$ cat src/rtl/if_fetch.sv
// Instruction-fetch stage: owns the PC, picks next-PC and aligns the one-cycle-latent IMEM data with it.
// Optional misaligned-redirect check is compiled in with `define IF_MISALIGN_CHK_EN.
module if_fetch #(
  parameter logic [31:0] RESET_PC  = 32'h0000_0000,
  parameter logic [31:0] NOP_INSTR = 32'h0000_0013
) (
  input  logic        clk,
  input  logic        rst,
  input  logic        pc_stall,
  input  logic        br_taken,
  input  logic [31:0] br_target,
  output logic [15:0] imem_addr,
  input  logic [31:0] imem_rdata,
  output logic [31:0] if_pc,
  output logic [31:0] if_instr,
  output logic        if_valid,
  output logic        fetch_err,
  output logic [1:0]  state_dbg
);

  typedef enum logic [1:0] {
    BOOT = 2'd0,
    RUN  = 2'd1,
    HALT = 2'd2
  } state_t;

  state_t      state;
  state_t      state_nxt;
  logic [31:0] pc;
  logic [31:0] pc_nxt;

  // if_valid is a valid-only qualifier (no ready): the IF/ID register takes
  // if_pc/if_instr whenever if_valid=1, and the hazard unit back-pressures
  // through pc_stall, which holds all three outputs stable.

`ifdef IF_MISALIGN_CHK_EN
  logic misalign_evt;
  logic err_q;
`endif

  always_ff @(posedge clk or posedge rst) begin
    if (rst) begin
      state <= BOOT;
      pc    <= RESET_PC;
    end else begin
      state <= state_nxt;
      pc    <= pc_nxt;
    end
  end

  always_comb begin
    state_nxt = state;
    pc_nxt    = pc;
    if_valid  = 1'b0;
`ifdef IF_MISALIGN_CHK_EN
    misalign_evt = 1'b0;
`endif
    case (state)
      BOOT: state_nxt = RUN;
      RUN: begin
        // The word at pc is wrong-path whenever a redirect lands this cycle.
        if_valid = !br_taken;
        if (br_taken) begin
`ifdef IF_MISALIGN_CHK_EN
          if (br_target[1:0] != 2'b00) begin
            state_nxt    = HALT;
            misalign_evt = 1'b1;
          end else begin
            pc_nxt = br_target;
          end
`else
          pc_nxt = br_target & 32'hFFFF_FFFC;
`endif
        end else if (!pc_stall) begin
          pc_nxt = pc + 32'd4;
        end
      end
      HALT: state_nxt = HALT;
      default: state_nxt = BOOT;
    endcase
  end

  // IMEM is addressed with the next PC so its registered output matches pc.
  assign imem_addr = pc_nxt[15:0];
  assign if_pc     = pc;
  assign if_instr  = if_valid ? imem_rdata : NOP_INSTR;
  assign state_dbg = state;

`ifdef IF_MISALIGN_CHK_EN
  always_ff @(posedge clk or posedge rst) begin
    if (rst) err_q <= 1'b0;
    else     err_q <= err_q | misalign_evt;
  end
  assign fetch_err = err_q;
`else
  assign fetch_err = 1'b0;
`endif

endmodule

$ cat config.mk
export PLATFORM = sky130hd
export DESIGN_NAME = if_fetch
export DESIGN_NICKNAME = d
export VERILOG_FILES = /design/src/rtl/if_fetch.sv
export SDC_FILE = /design/constraint.sdc
export NUM_CORES = 1
export LEC_CHECK = 0
export ABC_AREA = 1
export CAP_MARGIN = 20
export CORE_MARGIN = 8
export CORE_UTILIZATION = 30
export DETAILED_ROUTE_END_ITERATION = 8
export DONT_BUFFER_PORTS = 1
export GPL_TIMING_DRIVEN = 0
export HOLD_SLACK_MARGIN = 0.06
export PLACE_DENSITY_LB_ADDON = 0.15
export SYNTH_ARGS = -nofsm -noshare
export SYNTH_HDL_FRONTEND = slang
export SYNTH_SLANG_ARGS = --single-unit
$ cat constraint.sdc
create_clock -name clk -period 1.7 [get_ports clk]
set_clock_uncertainty 0.05 [all_clocks]
set_input_delay 0.255 -clock clk [delete_from_list [all_inputs] [get_ports clk]]
set_output_delay 0.255 -clock clk [all_outputs]
set_load 0.05 [all_outputs]
==> impl_metrics.yaml <==
die:
  dieArea_um2: 12200
  pin_count: 152
  rows: 34
  core_area_um2: 8680
  initial_utilization_pct: 30.9
  die_h_um: 111
  die_w_um: 111
logic_synthesis:
  seq_area_frac_synth_pct: 31.7
  synthCells: 427
  ys.flop_type: "dfrtp_1"
  synth_cell_types: 33
  synth_async_sr_flop_share_pct: 100
  synth_warnings: 0
  synth_seq_cells: 34
  syn-cell-area_um2: 2680
  avgSynthCellArea_um2: 6.28
  synthesis.nets: 496
  synth-edff-count: 0
route:
  vias: 2962
  routed_wirelength_mm: 10.9
  drtIter0Drc: 116
  routedWlPerCell_um: 18.5
  dr.pass1.iters: 4
  final_antenna_net_count: 0
  vias_per_cell: 5.03
  post-route-drc-count: 0
timing:
  drv_slew: 0
  setup_viol: 81
  max_slew_margin_pct: 22.9
  final-hold-violation-count: 0
  fin_ws_ns: -1.02
  period_needed_ns: 2.72
  tightest_slew_ns: 1.15
  tns_ns: -41.95
  timing.fmax_mhz: 368
  fin_crit_sh_pct: 160
  rsz0062_at_grt: "yes"
place:
  portBuffers: 0
  place_congestion: 0.824
  place_hpwl_mm: 7.92
grt:
  grt_use_total_pct: 16.6
  grt_pass1_wl_mm: 16.6
  grt_overflow: 0
  antenna_found_initial: 0
  grt_pass1_vias: 3082
  grt_max_degree: 35
min_path:
  hp-class: "primary input to register"
  hp-start: "br_target[31]"
clocking:
  cts_buffer_depth: 2
  root_buffer: "clkbuf_8"
  h-tree-depth: 2
  clkTransAtPathRegs_ns: 0.08
  clk_latency_ns: 0.30
  cts_tree: "yes"
  cts_sinks: 34
  cts_buffers: 5
critical_path:
  worstSetupPathType: "register to output port"
  required_ns: 1.39
  worst_setup_path_start_kind: "register"
  crit_arrival_ns: 2.41
  crit_start: "state_dbg[1]"
  reg2reg_slack_ns: -0.68
  worstPathMaxFanout: 7
  r2r_start: "state_dbg[1]"
  critical_path.endpoint_type: "output port"
power:
  power.leakage_nw: 1.85
  power.density_nw_per_um2: 728
  total_power_w: 0.00317
  max-vdd-ir-drop_uv: 447
status:
  violations: "setup timing"
  outcome: "finished with violations"
flow_run:
  maxCapViolCount: 0
final_layout:
  n_fill_cell: 838
  areaGrowthSynthToFinish_pct: 62.5
  nets: 549
  postLayoutCoreUtil_pct: 50.2
  mostFrequentLayoutCells: "nand2_1, inv_1, nor2_4, nor2_1, nand3_1"
  final_common_cell: "nand2_1"
  final_layout_size_suffix_gt1_share_pct: 48.4
  diodes: 0
## through the flow
stage / cells / hold slack (ns) / instance area, µm² / worst slack [ns]
after floorplan: 427 / 0.346 / 3150 / -0.592
after global placement: 535 / 0.420 / 3290 / -0.828
after detailed placement: 535 / 0.275 / 3290 / -0.830
after CTS: 572 / 0.0983 / 3940 / -1.02
after global routing: 589 / 0.108 / 4360 / -1.06
final: 589 / 0.114 / 4360 / -1.02
## power breakdown
part	switching (W)	total [W]	internal (W)
sequential	0.000444	0.00135	0.000904
clock	0.000343	0.000776	0.000432
combinational	0.000697	0.00105	0.000353
total	0.00148	0.00317	0.00169
## flip-flops by register name, indices dropped and copies added, names as in the netlist
register	count
if_pc	32
state_dbg	2
## synthesized netlist by cell type, types with 2 or more instances
cell	instances	area (µm²)
buf_2	10	50.1
nand2_4	2	22.5
o21ai_1	4	20.0
nand3_1	39	195
nor2_1	75	282
o211ai_1	5	37.5
o22ai_1	2	12.5
or2_2	5	31.3
o21ai_0	5	25.0
inv_1	63	236
nor2_2	7	43.8
clkbuf_1	2	7.51
o21bai_1	3	22.5
nand2_2	7	43.8
xor2_1	5	43.8
a22o_1	3	26.3
nor2_4	9	101
inv_2	5	18.8
dfrtp_1	34	851
nand2_1	105	394
a22oi_1	2	15.0
a21oi_1	23	115
a21o_1	2	15.0
## routing by layer
metal  part of all wire (%)  track usage (%)
met5                      0                0
met4                   0.92             3.51
met3                    8.5             5.95
met2                     50             28.1
met1                     41             19.7
## final cells by class
cell class / instances / area (µm²) / share of cell area [%]
well taps: 108 / 135 / 3.10
plain buffers: 12 / 143 / 3.27
clock buffers: 5 / 68.8 / 1.58
multi-input cells: 311 / 2220 / 51.0
clock inverters: 3 / 40.0 / 0.919
flip-flops and latches: 34 / 911 / 20.9
repair buffers: 47 / 558 / 12.8
inverters: 69 / 278 / 6.37
## worst max-delay path, cell delays in order (launching register included)
cell,delay [ns]
dfrtp_2,0.52
inv_2,0.12
nand2_4,0.06
inv_4,0.07
nand2_4,0.05
clkinvlp_4,0.28
nand2_2,0.10
o211ai_1,0.90
## repair_timing
action | in CTS | in global routing
gates cloned | 3 | 1
endpoints found under the hold margin | 34 | 0
hold buffers | 1 | 0
pin swaps | 42 | 34
setup buffers | 25 | 23
endpoints found under the setup margin | 81 | 81
resized for setup | 73 | 76
## worst paths after layout
kind | cells past startpoint | end
max | 7 | imem_addr[10]
min | 2 | if_pc[31]
max reg2reg | 7 | if_pc[10]
min reg2reg | 1 | state_dbg[1]
max in group asynchronous | 2 | if_pc[3]
min in group asynchronous | 2 | if_pc[23]
## cells by family (layout without fill, tap and decap cells)
| logic type | after synthesis | count (layout) | share of synthesized area (%) |
|---|---|---|---|
| flip-flops | 34 | 34 | 31.7 |
| adder cells (fa/ha/maj) | 1 | 1 | 0.466 |
| AO/OA/AOI/OAI | 51 | 51 | 11.4 |
| other | 1 | 1 | 0.140 |
| buffers and inverters | 82 | 136 | 12.1 |
| XOR/XNOR | 6 | 6 | 1.96 |
| AND/OR/NAND/NOR | 252 | 252 | 42.2 |
(Power assumes the default switching activity.)
